$ cat src/rtl/axis_bram_pkg.sv
//------------------------------------------------------------------------------
// axis_bram_pkg
//
// Shared definitions for the AXI4-Stream to ping-pong BRAM writer:
//   - wr_state_e : write FSM states (idle bubble, accepting, dropping overflow)
//   - NUM_BANKS  : number of BRAM banks in the ping-pong region
//   - clog2()    : constant ceil(log2()) used to size offsets, lengths and
//                  addresses from the bank depth parameter
//------------------------------------------------------------------------------
package axis_bram_pkg;

   // Write FSM states.
   //   ST_IDLE   : TREADY low; waits for the target bank to be free.
   //   ST_ACCEPT : TREADY high; accepted beats are written to BRAM.
   //   ST_DROP   : TREADY high; bank is full, beats are consumed and
   //               discarded until TLAST.
   typedef enum logic [1:0] {
      ST_IDLE   = 2'd0,
      ST_ACCEPT = 2'd1,
      ST_DROP   = 2'd2
   } wr_state_e;

   localparam int NUM_BANKS = 2;

   // Ceiling log2 for elaboration-time sizing. clog2(1) = 0, clog2(8) = 3,
   // clog2(9) = 4.
   function automatic int clog2(input int value);
      int result;
      result = 0;
      while ((1 << result) < value) begin
         result = result + 1;
      end
      return result;
   endfunction

endpackage : axis_bram_pkg

$ cat src/rtl/axis_bram_bank_ctrl.sv
//------------------------------------------------------------------------------
// axis_bram_bank_ctrl
//
// Owns the ping-pong bank bookkeeping for axis_bram_pingpong_writer:
// per-bank full flags, the bank currently being written, and arbitration
// between frame commits (set a flag) and consumer releases (clear a flag).
//
// Ports:
//   clk_i          in   clock
//   rst_i          in   asynchronous active-high reset
//   commit_i       in   a frame is committed to the current write bank
//   release_i      in   per-bank release pulses from the consumer
//   wr_bank_o      out  bank the writer is (or will be) filling
//   bank_full_o    out  per-bank full flags
//   wr_bank_full_o out  full flag of the current write bank
//------------------------------------------------------------------------------
module axis_bram_bank_ctrl
   import axis_bram_pkg::*;
(
   input  logic                 clk_i,
   input  logic                 rst_i,
   input  logic                 commit_i,
   input  logic [NUM_BANKS-1:0] release_i,
   output logic                 wr_bank_o,
   output logic [NUM_BANKS-1:0] bank_full_o,
   output logic                 wr_bank_full_o
);

   logic [NUM_BANKS-1:0] full_q;
   logic [NUM_BANKS-1:0] full_d;
   logic                 wr_bank_q;
   logic                 wr_bank_d;

   // Releases are applied first and the commit afterwards, so a commit
   // always wins on its own bank. A release aimed at the bank being written
   // only ever hits a flag that is already clear, so it has no effect, and a
   // release of the other bank in the same cycle as a commit is honoured.
   always_comb begin
      full_d    = full_q;
      wr_bank_d = wr_bank_q;
      for (int i = 0; i < NUM_BANKS; i++) begin
         if (release_i[i]) begin
            full_d[i] = 1'b0;
         end
      end
      if (commit_i) begin
         full_d[wr_bank_q] = 1'b1;
         wr_bank_d         = ~wr_bank_q;
      end
   end

   always_ff @(posedge clk_i or posedge rst_i) begin
      if (rst_i) begin
         full_q    <= '0;
         wr_bank_q <= 1'b0;
      end else begin
         full_q    <= full_d;
         wr_bank_q <= wr_bank_d;
      end
   end

   assign wr_bank_o      = wr_bank_q;
   assign bank_full_o    = full_q;
   assign wr_bank_full_o = full_q[wr_bank_q];

endmodule : axis_bram_bank_ctrl

$ cat src/rtl/axis_bram_pingpong_writer.sv
//------------------------------------------------------------------------------
// axis_bram_pingpong_writer
//
// AXI4-Stream slave that stores each incoming frame into one half of a
// two-bank BRAM region, alternating banks 0,1,0,... Frames longer than a
// bank are truncated (excess beats are consumed but not written). Each
// committed frame is reported with a one-cycle FRAME_DONE pulse and the bank
// is held full, with backpressure, until the consumer releases it.
//
// Build option:
//   AXIS_BRAM_TSTRB_EN  defined   : BRAM_WE follows TSTRB of the written beat
//                       undefined : TSTRB ignored, BRAM_WE all ones on writes
//
// Ports:
//   S_AXIS_ACLK    in   clock
//   S_AXIS_ARESET  in   asynchronous active-high reset
//   S_AXIS_TVALID  in   source beat valid
//   S_AXIS_TREADY  out  sink ready (registered state only, never from TVALID)
//   S_AXIS_TDATA   in   beat data
//   S_AXIS_TSTRB   in   byte qualifier
//   S_AXIS_TLAST   in   last beat of frame
//   BRAM_EN        out  BRAM port A enable (registered)
//   BRAM_WE        out  byte write enables (registered)
//   BRAM_ADDR      out  word address {bank, offset} (registered)
//   BRAM_DIN       out  write data (registered)
//   FRAME_DONE     out  one-cycle commit pulse
//   FRAME_BANK     out  bank of committed frame
//   FRAME_LEN      out  stored beats, 1..C_BANK_DEPTH
//   FRAME_TRUNC    out  committed frame was truncated
//   BANK_FULL      out  per-bank full flags
//   BANK_RELEASE   in   per-bank release pulses
//
// Handshake: a beat transfers on a rising edge where TVALID and TREADY are
// both high. TREADY is high exactly in ST_ACCEPT and ST_DROP and is decoded
// from the state register alone.
//------------------------------------------------------------------------------
module axis_bram_pingpong_writer
   import axis_bram_pkg::*;
#(
   parameter int C_S_AXIS_TDATA_WIDTH = 32,
   parameter int C_BANK_DEPTH         = 1024,
   parameter int C_BRAM_ADDR_WIDTH    = clog2(C_BANK_DEPTH) + 1
) (
   input  logic                              S_AXIS_ACLK,
   input  logic                              S_AXIS_ARESET,
   input  logic                              S_AXIS_TVALID,
   output logic                              S_AXIS_TREADY,
   input  logic [C_S_AXIS_TDATA_WIDTH-1:0]   S_AXIS_TDATA,
   input  logic [C_S_AXIS_TDATA_WIDTH/8-1:0] S_AXIS_TSTRB,
   input  logic                              S_AXIS_TLAST,
   output logic                              BRAM_EN,
   output logic [C_S_AXIS_TDATA_WIDTH/8-1:0] BRAM_WE,
   output logic [C_BRAM_ADDR_WIDTH-1:0]      BRAM_ADDR,
   output logic [C_S_AXIS_TDATA_WIDTH-1:0]   BRAM_DIN,
   output logic                              FRAME_DONE,
   output logic                              FRAME_BANK,
   output logic [clog2(C_BANK_DEPTH):0]      FRAME_LEN,
   output logic                              FRAME_TRUNC,
   output logic [NUM_BANKS-1:0]              BANK_FULL,
   input  logic [NUM_BANKS-1:0]              BANK_RELEASE
);

   localparam int DW     = C_S_AXIS_TDATA_WIDTH;
   localparam int SW     = C_S_AXIS_TDATA_WIDTH / 8;
   localparam int OFF_W  = clog2(C_BANK_DEPTH);
   localparam int LEN_W  = OFF_W + 1;
   localparam int AW     = C_BRAM_ADDR_WIDTH;

   localparam logic [OFF_W-1:0] LAST_OFF = OFF_W'(C_BANK_DEPTH - 1);
   localparam logic [LEN_W-1:0] FULL_LEN = LEN_W'(C_BANK_DEPTH);

   // FSM and offset counter
   wr_state_e        state_q;
   wr_state_e        state_d;
   logic [OFF_W-1:0] offset_q;
   logic [OFF_W-1:0] offset_d;

   // Registered BRAM port and frame report
   logic             bram_en_q;
   logic             bram_en_d;
   logic [SW-1:0]    bram_we_q;
   logic [SW-1:0]    bram_we_d;
   logic [AW-1:0]    bram_addr_q;
   logic [AW-1:0]    bram_addr_d;
   logic [DW-1:0]    bram_din_q;
   logic [DW-1:0]    bram_din_d;
   logic             done_q;
   logic             done_d;
   logic             done_bank_q;
   logic             done_bank_d;
   logic [LEN_W-1:0] len_q;
   logic [LEN_W-1:0] len_d;
   logic             trunc_q;
   logic             trunc_d;

   // Combinational control
   logic             tready;
   logic             beat_hs;
   logic             write_beat;
   logic             commit;
   logic             wr_bank;
   logic             wr_bank_full;
   logic [SW-1:0]    beat_we;

   //---------------------------------------------------------------------------
   // Bank bookkeeping
   //---------------------------------------------------------------------------
   axis_bram_bank_ctrl u_bank_ctrl (
      .clk_i          (S_AXIS_ACLK),
      .rst_i          (S_AXIS_ARESET),
      .commit_i       (commit),
      .release_i      (BANK_RELEASE),
      .wr_bank_o      (wr_bank),
      .bank_full_o    (BANK_FULL),
      .wr_bank_full_o (wr_bank_full)
   );

   //---------------------------------------------------------------------------
   // Byte enables for a written beat
   //---------------------------------------------------------------------------
`ifdef AXIS_BRAM_TSTRB_EN
   assign beat_we = S_AXIS_TSTRB;
`else
   logic unused_tstrb;
   assign beat_we      = '1;
   assign unused_tstrb = ^S_AXIS_TSTRB;
`endif

   assign tready  = (state_q == ST_ACCEPT) || (state_q == ST_DROP);
   assign beat_hs = S_AXIS_TVALID && tready;

   //---------------------------------------------------------------------------
   // Write FSM: next state, offset, commit decode
   //---------------------------------------------------------------------------
   always_comb begin
      state_d    = state_q;
      offset_d   = offset_q;
      write_beat = 1'b0;
      commit     = 1'b0;
      case (state_q)
         ST_IDLE: begin
            // One bubble after every commit; also the wait point for a
            // release when the next bank in order is still full.
            if (!wr_bank_full) begin
               state_d = ST_ACCEPT;
            end
         end
         ST_ACCEPT: begin
            if (beat_hs) begin
               write_beat = 1'b1;
               if (S_AXIS_TLAST) begin
                  commit   = 1'b1;
                  state_d  = ST_IDLE;
                  offset_d = '0;
               end else if (offset_q == LAST_OFF) begin
                  // Bank is now full but the frame continues: keep the
                  // stream flowing and discard the remainder.
                  state_d  = ST_DROP;
                  offset_d = '0;
               end else begin
                  offset_d = offset_q + OFF_W'(1);
               end
            end
         end
         ST_DROP: begin
            if (beat_hs && S_AXIS_TLAST) begin
               commit  = 1'b1;
               state_d = ST_IDLE;
            end
         end
         default: begin
            state_d  = ST_IDLE;
            offset_d = '0;
         end
      endcase
   end

   //---------------------------------------------------------------------------
   // Registered BRAM port and frame report. Address/data are zeroed on idle
   // cycles so the port is quiet whenever no beat is written.
   //---------------------------------------------------------------------------
   always_comb begin
      bram_en_d   = write_beat;
      bram_we_d   = write_beat ? beat_we : '0;
      bram_addr_d = write_beat ? AW'({wr_bank, offset_q}) : '0;
      bram_din_d  = write_beat ? S_AXIS_TDATA : '0;
      done_d      = commit;
      done_bank_d = commit ? wr_bank : 1'b0;
      trunc_d     = commit && (state_q == ST_DROP);
      len_d       = '0;
      if (commit) begin
         // In ACCEPT the TLAST beat itself sits at offset_q, hence +1.
         len_d = (state_q == ST_DROP) ? FULL_LEN : ({1'b0, offset_q} + LEN_W'(1));
      end
   end

   always_ff @(posedge S_AXIS_ACLK or posedge S_AXIS_ARESET) begin
      if (S_AXIS_ARESET) begin
         state_q     <= ST_IDLE;
         offset_q    <= '0;
         bram_en_q   <= 1'b0;
         bram_we_q   <= '0;
         bram_addr_q <= '0;
         bram_din_q  <= '0;
         done_q      <= 1'b0;
         done_bank_q <= 1'b0;
         len_q       <= '0;
         trunc_q     <= 1'b0;
      end else begin
         state_q     <= state_d;
         offset_q    <= offset_d;
         bram_en_q   <= bram_en_d;
         bram_we_q   <= bram_we_d;
         bram_addr_q <= bram_addr_d;
         bram_din_q  <= bram_din_d;
         done_q      <= done_d;
         done_bank_q <= done_bank_d;
         len_q       <= len_d;
         trunc_q     <= trunc_d;
      end
   end

   assign S_AXIS_TREADY = tready;
   assign BRAM_EN       = bram_en_q;
   assign BRAM_WE       = bram_we_q;
   assign BRAM_ADDR     = bram_addr_q;
   assign BRAM_DIN      = bram_din_q;
   assign FRAME_DONE    = done_q;
   assign FRAME_BANK    = done_bank_q;
   assign FRAME_LEN     = len_q;
   assign FRAME_TRUNC   = trunc_q;

endmodule : axis_bram_pingpong_writer
$ cat config.mk
export PLATFORM = sky130hd
export DESIGN_NAME = axis_bram_pingpong_writer
export DESIGN_NICKNAME = d
export VERILOG_FILES = /design/src/rtl/axis_bram_pkg.sv /design/src/rtl/axis_bram_bank_ctrl.sv /design/src/rtl/axis_bram_pingpong_writer.sv
export SDC_FILE = /design/constraint.sdc
export NUM_CORES = 1
export LEC_CHECK = 0
export ABC_AREA = 1
export CAP_MARGIN = 20
export CORE_UTILIZATION = 47
export DETAILED_ROUTE_END_ITERATION = 16
export GPL_ROUTABILITY_DRIVEN = 0
export PLACE_DENSITY = 0.91
export SKIP_CTS_REPAIR_TIMING = 1
export SYNTH_ARGS = -nofsm -noshare
export SYNTH_HDL_FRONTEND = slang
export SYNTH_SLANG_ARGS = --single-unit
export TNS_END_PERCENT = 30
$ cat constraint.sdc
create_clock -name S_AXIS_ACLK -period 4.56 [get_ports S_AXIS_ACLK]
set_input_delay 0.912 -clock S_AXIS_ACLK [delete_from_list [all_inputs] [get_ports S_AXIS_ACLK]]
set_output_delay 0.912 -clock S_AXIS_ACLK [all_outputs]
set_load 0.01 [all_outputs]
==> results of run 1 <==
==> per-layer routing <==
layer	routed length, microns	up-vias
li1	-	1057
met1	2328	1023
met2	3114	89
met3	412	9
met4	80	0
met5	0	-
==> cells in the mapped netlist, drive strengths merged <==
cell    n  area [sq um]
xnor2   1         8.760
nand3  12         72.57
nor2   71         291.5
o21ai   7         35.03
ha      5         62.56
buf     8         45.04
o22ai   5         31.28
nand2  44         192.7
xor2    2         17.52
a21oi   2         10.01
inv    60         225.2
dfrtp  73          1827
==> final cells by class <==
type / instances / area share [%]
repair buffers: 103 / 25.01
multi-input cells: 149 / 17.55
clock buffers: 11 / 3.438
well taps: 72 / 2.190
flip-flops and latches: 73 / 44.42
clock inverters: 5 / 1.917
inverters: 60 / 5.476
==> worst min-delay path by stage <==
stage	start	endpoint	slack (ps)	cells past startpoint
after floorplan	state_q[1]	state_q[1]	470	2
after global placement	state_q[0]	state_q[0]	490	2
after detailed placement	state_q[0]	state_q[0]	510	2
after CTS	state_q[0]	state_q[0]	530	2
after global routing	u_bank_ctrl.wr_bank_o	u_bank_ctrl.bank_full_o[0]	590	1
final	state_q[0]	state_q[0]	530	2
==> state kept, by name (all words and copies together), names as in the netlist <==
signal	flops
u_bank_ctrl.bank_full_o	2
state_q	2
FRAME_TRUNC	1
BRAM_DIN	32
FRAME_BANK	1
FRAME_DONE	1
FRAME_LEN	11
BRAM_ADDR	11
BRAM_WE	1
u_bank_ctrl.wr_bank_o	1
offset_q	10
==> layout by cell type, fill, tap and decap left out, types with 2 or more instances in the layout <==
| cell | synthesis | routed |
|---|---|---|
| nor2_4 | 3 | 3 |
| bufinv_16 | 0 | 2 |
| inv_2 | 1 | 2 |
| ha_1 | 5 | 5 |
| clkinv_2 | 0 | 2 |
| clkbuf_8 | 0 | 10 |
| dfrtp_1 | 73 | 73 |
| clkdlybuf4s50_1 | 0 | 102 |
| nand3_1 | 11 | 11 |
| xor2_1 | 2 | 2 |
| nand2_1 | 37 | 37 |
| nor2_1 | 67 | 67 |
| o22ai_1 | 5 | 5 |
| inv_1 | 59 | 58 |
| o21ai_0 | 7 | 7 |
| a21oi_1 | 2 | 2 |
| nand2_4 | 2 | 2 |
| nand2_2 | 5 | 5 |
==> critical path: stages (launching register included) <==
cell,delay [ps]
dfrtp_1,390
inv_1,90
ha_1,330
clkdlybuf4s50_1,550
==> cell families after synthesis <==
logic type,after synthesis,share of synthesized area [%]
buffers and inverters,68,9.587
XOR/XNOR,3,0.9323
AND/OR/NAND/NOR,127,19.75
flip-flops,73,64.80
AO/OA/AOI/OAI,14,2.707
adder cells (fa/ha/maj),5,2.219
==> per-stage QoR <==
step | std cells | total power (uW) | instance area [sq um]
after floorplan | 290 | 1062 | 2819
after global placement | 457 | 1280 | 3892
after detailed placement | 457 | 1300 | 3892
after CTS | 473 | 1851 | 4113
after global routing | 473 | 1944 | 4113
final | 473 | 1836 | 4113
==> power groups by stage <==
stage	combinational [uW]	sequential [uW]	clock, uW
4_1_cts	530	764	557
3_3_place_gp	508	772	0
2_1_floorplan	262	801	0
3_5_place_dp	524	777	0
6_report	527	764	546
5_1_grt	585	773	586
==> impl_results.md, run 1 <==
- Worst-Margin Slew: 863.0 ps
- First-pass GRT wire length: 9791 microns
- H-Tree Level Count: 3
- # IOs: 107
- Initial Util: 49.97%
- DRT antenna net count: 0
- WL per Instance: 12.55 microns
- R2R Path Start: state_q[1]
- FF-to-FF path depth: 6
- Site Rows: 27
- IO buf count: 102
- Ant. Diodes: 0
- Syn-to-layout area delta: 45.89%
- M1 GR Usage: 23.61%
- RSZ-0062 raised after global routing: no
- Unique masters post-synth: 19
- Clock root cell: clkbuf_8
- First-pass iteration count of the detailed router: 4
- Worst setup startpoint: state_q[0]
- Syn Inst Count: 290
- Vias in the first global route: 2164
- Peak supply drop: 0.3645 mV
- Yosys warns: 0
- Fin. Hold Viols: 0
- DR vias: 2178
- Net switching power: 554.3 uW
- Register area share after synthesis: 64.80%
- Gr busiest metal: met2
- Slew Viols, Final: 0
- TritonCTS clock tree: yes
- Arrival time worst endpoint: 1680 ps
- Multi-input logic area: 721.9 sq um
- Syn Nets: 337
- Met3 GRT Util: 4.229%
- Max Cap Violations: 0
- Hold WC Path Type: flop to flop
- DRC viols: 0
- Max FO, Critical Path: 3
- PnR worst setup slack: 1968 ps
- Cell Area, Synth: 2819 sq um
- Setup Skew: 7.677 ps
- Pleak: 0.002028 uW
- Worst Path Class, Setup: flop to primary output
- Power share of the clock group: 29.7%
- Final Cycle Share: 56.84%
- FF-to-FF End: FRAME_LEN[9]
- Crit path launch type: flop
- CTS sink count: 73
- Worst setup EP type: primary output
- Setup TNS: 0 ps
- Status: finished, final reports clean
- Reg2Reg Setup Slack: 2450 ps
- GRT Overall Usage: 20.74%
- Clk slew on worst S/H paths: 70 ps
- Avg Inst Size Synth: 9.721 sq um
- FMAX: 0.3858 GHz
- Vias per cell: 4.605
- Grt ovf: 0
- CTS max path bufs: 2
- HPWL Detailed: 4287 microns
- #FFs+latches synth: 73
- Worst hold slack: 531.9 ps
- Slew Limit Headroom: 42.38%
- Share of cells above drive strength 1: 7.481%
- Die X: 79.45 microns
- Clock latency on the worst-skew pair: 330 ps
- Placement Setup Slack: 1717 ps
- Final net count: 443
- Switching part of the total: 30.19%
- Die Y: 79.45 microns
- Core Region: 5642 sq um
- Die Area: 6312 sq um
- Part of the power in registers: 41.6%
- Seq. cell area: 1827 sq um
- Final min period: 2592 ps
- CP Capture Point: S_AXIS_TREADY
- CP required: 3650 ps
- DRT Wirelength: 5935 microns
- Largest net degree at the start of global routing: 46
- PD cells: 446.5 nW/um^2
- M2 GR Usage: 37.78%
- Initial antenna violation count: 0
- Post-layout util: 72.90%
- Setup violations, final: 0
- Internal power: 1282 uW
- DRT iter0 DRCs: 141
- Combinational power share: 28.7%
- Fillcell total: 376
- Total CTS buffers: 9
(Power assumes the default switching activity.)
==> run 2, diff against run 1 <==
Settings changed: CORE_UTILIZATION 47 to 44, PLACE_DENSITY 0.91 to 0.86.
Clock period 4.56 ns to 2.7 ns, I/O delays scaled along.
==> run 2 against run 1 <==
Compared with the run above:
- first-iteration DRC count fell by 36%
- final area increased by 1.2%
- hold slack worse by 17 ps
- critical path depth is the same
- critical endpoint unchanged
- largest cell class unchanged
- clock power is 81% higher
- highest routed layer unchanged
- largest power group unchanged
==> impl_results.md, run 2 (synthesized netlist as in run 1, its figures left out) <==
- Max Cap Violations: 0 (unchanged)
- Vias per cell: 4.525 (was 4.605)
- Largest register FFs: 32 (unchanged)
- Hold WC Path Type: flop to flop (unchanged)
- Share of cells above drive strength 1: 8.189% (was 7.481%)
- IO buf count: 102 (unchanged)
- TritonCTS clock tree: yes (unchanged)
- Fin. Hold Viols: 0 (unchanged)
- WL per Instance: 12.65 microns (was 12.55 microns)
- Net switching power: 961.2 uW (was 554.3 uW)
- Internal power: 2208 uW (was 1282 uW)
- Part of the power in registers: 40.6% (was 41.6%)
- Arrival time worst endpoint: 1670 ps (was 1680 ps)
- Setup Skew: 7.049 ps (was 7.677 ps)
- Worst hold slack: 515.4 ps (was 531.9 ps)
- Dpl cells: 462 (was 457)
- CTS sink count: 73 (unchanged)
- CTS max path bufs: 2 (unchanged)
- DR vias: 2163 (was 2178)
- Placement Setup Slack: 781.9 ps (was 1717 ps)
- GRT Overall Usage: 19.85% (was 20.74%)
- PD cells: 761.9 nW/um^2 (was 446.5 nW/um^2)
- Largest net degree at the start of global routing: 74 (was 46)
- Multi-input logic area: 721.9 sq um (unchanged)
- Hold wc startpoint: state_q[0] (unchanged)
- # IOs: 107 (unchanged)
- First-pass GRT wire length: 9915 microns (was 9791 microns)
- Final min period: 2211 ps
- Status: finished, final reports clean (unchanged)
- PnR worst setup slack: 488.6 ps (was 1968 ps)
- Max FO, Critical Path: 3 (unchanged)
- Placement Cell Area: 3924 sq um (was 3892 sq um)
- DRC viols: 0 (unchanged)
- Power share of the clock group: 31.1% (was 29.7%)
- Crit path launch type: flop (unchanged)
- DRT antenna net count: 0 (unchanged)
- Commonest non-fill, non-tap cell in the layout: clkdlybuf4s50_1 (unchanged)
- Site Rows: 28 (was 27)
- Final Non-Filler Cells: 478 (was 473)
- Worst Path Class, Setup: flop to primary output (unchanged)
- Clk slew on worst S/H paths: 70 ps (about the same)
- Worst setup startpoint: state_q[0] (unchanged)
- First-pass iteration count of the detailed router: 4 (unchanged)
- Initial Util: 46.51% (was 49.97%)
- Worst setup EP type: primary output (unchanged)
- Syn-to-layout area delta: 47.58% (was 45.89%)
- Clock root cell: clkbuf_8 (unchanged)
- Slowest cell delay on critical path: 550 ps (about the same)
- R2R Path Start: state_q[0] (was state_q[1])
- Slew Limit Headroom: 74.90% (was 42.38%)
- Die X: 82.04 microns (was 79.45 microns)
- Most frequent cells in the layout: 102 x clkdlybuf4s50_1, 73 x dfrtp_1, 67 x nor2_1 (unchanged)
- Seq. cell area: 1827 sq um (unchanged)
- Worst-path cell with the longest stage delay: clkdlybuf4s50_1 (unchanged)
- Ant. Diodes: 0 (unchanged)
- RSZ-0062 raised after global routing: no (unchanged)
- Switching part of the total: 30.33% (was 30.19%)
- Slew Viols, Final: 0 (unchanged)
- Final net count: 445 (was 443)
- Total CTS buffers: 9 (unchanged)
- Cell Chain, Critical Path: inv_1 > ha_1 > clkdlybuf4s50_1 (unchanged)
- HPWL Detailed: 4352 microns (was 4287 microns)
- Combinational power share: 28.2% (was 28.7%)
- Worst-Margin Slew: 376.5 ps (was 863.0 ps)
- Post-route cell area: 4160 sq um (was 4113 sq um)
- Vias in the first global route: 2196 (was 2164)
- Core Region: 6061 sq um (was 5642 sq um)
- Pleak: 0.002045 uW (was 0.002028 uW)
- Clock latency on the worst-skew pair: 340 ps (was 330 ps)
- Setup TNS: 0 ps (unchanged)
- Setup violations, final: 0 (unchanged)
- H-Tree Level Count: 3 (unchanged)
- DRT Wirelength: 6046 microns (was 5935 microns)
- DRT iter0 DRCs: 90 (was 141)
- Peak supply drop: 0.5425 mV (was 0.3645 mV)
- Grt ovf: 0 (unchanged)
- Initial antenna violation count: 0 (unchanged)
- Final Cycle Share: 81.90%
- Fillcell total: 437 (was 376)
- CP required: 2160 ps (was 3650 ps)
- FMAX: 0.4522 GHz
- Die Area: 6731 sq um (was 6312 sq um)
- Die Y: 82.04 microns (was 79.45 microns)
run 2: power by group through the flow:
| stage | sequential [uW] | combinational, uW | clock, uW |
|---|---|---|---|
| global placement | 1300 | 873 | 0 |
| finish | 1290 | 895 | 986 |
| CTS | 1290 | 909 | 1000 |
| floorplan | 1350 | 442 | 0 |
| detailed placement | 1310 | 904 | 0 |
| global route | 1310 | 999 | 1060 |
run 2: area by class of cell:
cell class                      count  area share [%]
Multi-Input combinational cell    149           17.35
Clock buffer                       11           3.639
Inverter                           60           5.414
Timing Repair Buffer              105           25.38
Clock inverter                      5           2.045
Sequential cell                    73           43.91
Tap cell                           75           2.256
run 2: final timing paths:
path,end,slack [ps],cells after the start
max in group asynchronous,offset_q[7],1800,3
setup / recovery,S_AXIS_TREADY,490,3
hold reg to reg,state_q[0],520,2
hold / removal,state_q[0],520,2
setup reg to reg,offset_q[7],1130,7
min in group asynchronous,BRAM_DIN[21],610,3
run 2: metrics by stage:
stage / util [%] / power (uW)
finish: 68.64 / 3170
global route: 68.64 / 3365
CTS: 68.64 / 3199
detailed placement: 64.74 / 2216
global placement: 64.74 / 2174
floorplan: - / 1794
run 2: worst max-delay path, delay by kind of cell (launching register included):
kind                       cells  cell delay [ps]
DFF                            1              380
adders and majority gates      1              330
buffers and inverters          2              630
run 2: per-layer routing:
metal / share of wire (%) / track usage [%] / vias up
met5: 0 / 0 / -
met4: 1.1 / 7.719 / 0
met3: 8.9 / 6.111 / 9
met2: 50 / 34.79 / 82
met1: 39 / 22.42 / 1012
li1: - / - / 1060
==> run 3, diff against run 2 <==
Settings changed: CORE_UTILIZATION 44 to 39, PLACE_DENSITY 0.86 to 0.81.
Clock period 2.7 ns to 1.79 ns, I/O delays scaled along.
==> run 3 against run 2 <==
Compared with the run above:
- hold slack worse by 98 ps
- final cell count up 4.8%
- clock skew up 1.6 ps
- via count down 0.74%
- flip-flop and latch count unchanged
- largest cell class unchanged
- core utilization down 7.7 points
- setup slack worse by 380 ps
- critical path depth down 2
- sequential share of layout area down 0.48 points
==> impl_results.md, run 3 (synthesized netlist as in run 1, its figures left out) <==
- Status: finished, final reports clean (unchanged)
- Worst-path cell with the longest stage delay: clkdlybuf4s50_1 (unchanged)
- GRT Overall Usage: 16.67% (was 19.85%)
- TritonCTS clock tree: yes (unchanged)
- Slowest cell delay on critical path: 570 ps (was 550 ps)
- Met3 GRT Util: 4.550% (was 6.111%)
- Pleak: 0.002063 uW (was 0.002045 uW)
- Worst setup EP type: primary output (unchanged)
- Arrival time worst endpoint: 1320 ps (was 1670 ps)
- DRT Wirelength: 6039 microns (was 6046 microns)
- Largest net degree at the start of global routing: 45 (was 74)
- Vias in the first global route: 2036 (was 2196)
- Die Y: 87.02 microns (was 82.04 microns)
- Worst path bufs/invs: 1 (was 2)
- Hold WC Path Type: input port to async pin (was flop to flop)
- FMAX: 0.5947 GHz
- Dpl cells: 484 (was 462)
- Ant. Diodes: 0 (unchanged)
- First-pass iteration count of the detailed router: 4 (unchanged)
- WL per Instance: 12.05 microns (was 12.65 microns)
- M2 GR Usage: 29.13% (was 34.79%)
- Post-layout util: 60.91% (was 68.64%)
- Final Non-Filler Cells: 501 (was 478)
- RSZ-0062 raised after global routing: no (unchanged)
- Site Rows: 30 (was 28)
- Final Cycle Share: 93.95%
- Largest register FFs: 32 (unchanged)
- Final net count: 447 (was 445)
- Reg2Reg Setup Slack: 260 ps (was 1130 ps)
- Slew Viols, Final: 0 (unchanged)
- H-Tree Level Count: 3 (unchanged)
- Initial antenna violation count: 0 (unchanged)
- Commonest non-fill, non-tap cell in the layout: clkdlybuf4s50_1 (unchanged)
- Setup TNS: 0 ps (unchanged)
- Most frequent cells in the layout: 101 x clkdlybuf4s50_1, 73 x dfrtp_1, 67 x nor2_1 (was 102 x clkdlybuf4s50_1, 73 x dfrtp_1, 67 x nor2_1)
- Share of cells above drive strength 1: 8.148% (was 8.189%)
- Fillcell total: 606 (was 437)
- Clock latency on the worst-skew pair: 340 ps (about the same)
- Gr busiest metal: met2 (unchanged)
- Peak supply drop: 0.7799 mV (was 0.5425 mV)
- DRT iter0 DRCs: 117 (was 90)
- Vias per cell: 4.285 (was 4.525)
- CTS max path bufs: 2 (unchanged)
- Cell family with most CP delay: buffers and inverters (unchanged)
- First-pass GRT wire length: 9342 microns (was 9915 microns)
- Final min period: 1682 ps
- IO buf count: 102 (unchanged)
- Cell Chain, Critical Path: clkdlybuf4s50_1 (was inv_1 > ha_1 > clkdlybuf4s50_1)
- DRT antenna net count: 0 (unchanged)
- # IOs: 107 (unchanged)
- Syn-to-layout area delta: 49.22% (was 47.58%)
- Grt ovf: 0 (unchanged)
- Worst-Margin Slew: 451.3 ps (was 376.5 ps)
- M1 GR Usage: 19.12% (was 22.42%)
- Max FO, Critical Path: 5 (was 3)
- Initial Util: 40.82% (was 46.51%)
- CP required: 1430 ps (was 2160 ps)
- Die X: 87.02 microns (was 82.04 microns)
- Pwr Total: 4861 uW (was 3170 uW)
- Setup Skew: 8.641 ps (was 7.049 ps)
- Fin. Hold Viols: 0 (unchanged)
- Worst Path Class, Setup: flop to primary output (unchanged)
- Clock root cell: clkbuf_8 (unchanged)
- DRC viols: 0 (unchanged)
- FF-to-FF path depth: 9 (was 7)
- Max Cap Violations: 0 (unchanged)
- Total CTS buffers: 9 (unchanged)
- CTS sink count: 73 (unchanged)
- HPWL Detailed: 4181 microns (was 4352 microns)
- Crit. path cell count: 1 (was 3)
- Worst hold slack: 417.8 ps (was 515.4 ps)
- Core Region: 6907 sq um (was 6061 sq um)
- Setup violations, final: 0 (unchanged)
- Crit path launch type: flop (unchanged)
- Die Area: 7572 sq um (was 6731 sq um)
- PD cells: 1156 nW/um^2 (was 761.9 nW/um^2)
- Clk slew on worst S/H paths: 80 ps (was 70 ps)
- Slew Limit Headroom: 69.91% (was 74.90%)
- DR vias: 2147 (was 2163)
-- run 3: cell types whose count changed in the layout (fill, tap and decap cells not counted), sizes merged --
cell / change
buf: +2
bufinv: +1
clkdlybuf4s50: -1
clkinv: +2
dlymetal6s2s: +1
inv: -3
-- run 3: tightest hold or removal path, cell delays in order --
cell	delay, ps
clkdlybuf4s50_1	440
clkinvlp_4	100
buf_12	220
-- run 3: area by class of cell --
class | instances | area [sq um] | share of cell area, %
well taps | 96 | 120.1 | 2.855
multi-input cells | 149 | 721.9 | 17.16
inverters | 60 | 229.0 | 5.443
clock buffers | 11 | 131.4 | 3.123
repair buffers | 107 | 1074 | 25.52
flip-flops and latches | 73 | 1827 | 43.43
clock inverters | 5 | 103.9 | 2.469
-- run 3: path summary, 6_finish.rpt --
| path | endpoint | start |
|---|---|---|
| max | BRAM_EN | BRAM_WE[2] |
| min | BRAM_DIN[17] | S_AXIS_ARESET |
| max reg2reg | state_q[0] | state_q[0] |
| min reg2reg | state_q[1] | state_q[1] |
| max in group asynchronous | FRAME_LEN[4] | S_AXIS_ARESET |
| min in group S_AXIS_ACLK | state_q[1] | state_q[1] |
-- run 3: report_power, final --
| group | switching, uW | total [uW] | internal, uW | leakage (uW) |
|---|---|---|---|---|
| combinational | 757 | 1400 | 642 | 0.000944 |
| sequential | 96.7 | 1940 | 1840 | 0.00100 |
| clock | 595 | 1520 | 928 | 0.000118 |
-- run 3: routing by layer --
| layer | share of wire [%] | routed length (microns) | up-vias |
|---|---|---|---|
| met1 | 41 | 2500 | 999 |
| li1 | - | - | 1066 |
| met5 | 0 | 0 | - |
| met3 | 6.2 | 372 | 8 |
| met2 | 51 | 3083 | 74 |
| met4 | 1.4 | 82 | 0 |
-- run 3: per-stage QoR --
stage          instance area [sq um]  setup WS [ps]
6_report                        4207          108.4
4_1_cts                         4197         -258.0
3_3_place_gp                    3961          149.2
3_5_place_dp                    3961          128.8
2_1_floorplan                   2823          395.8
5_1_grt                         4207          38.11
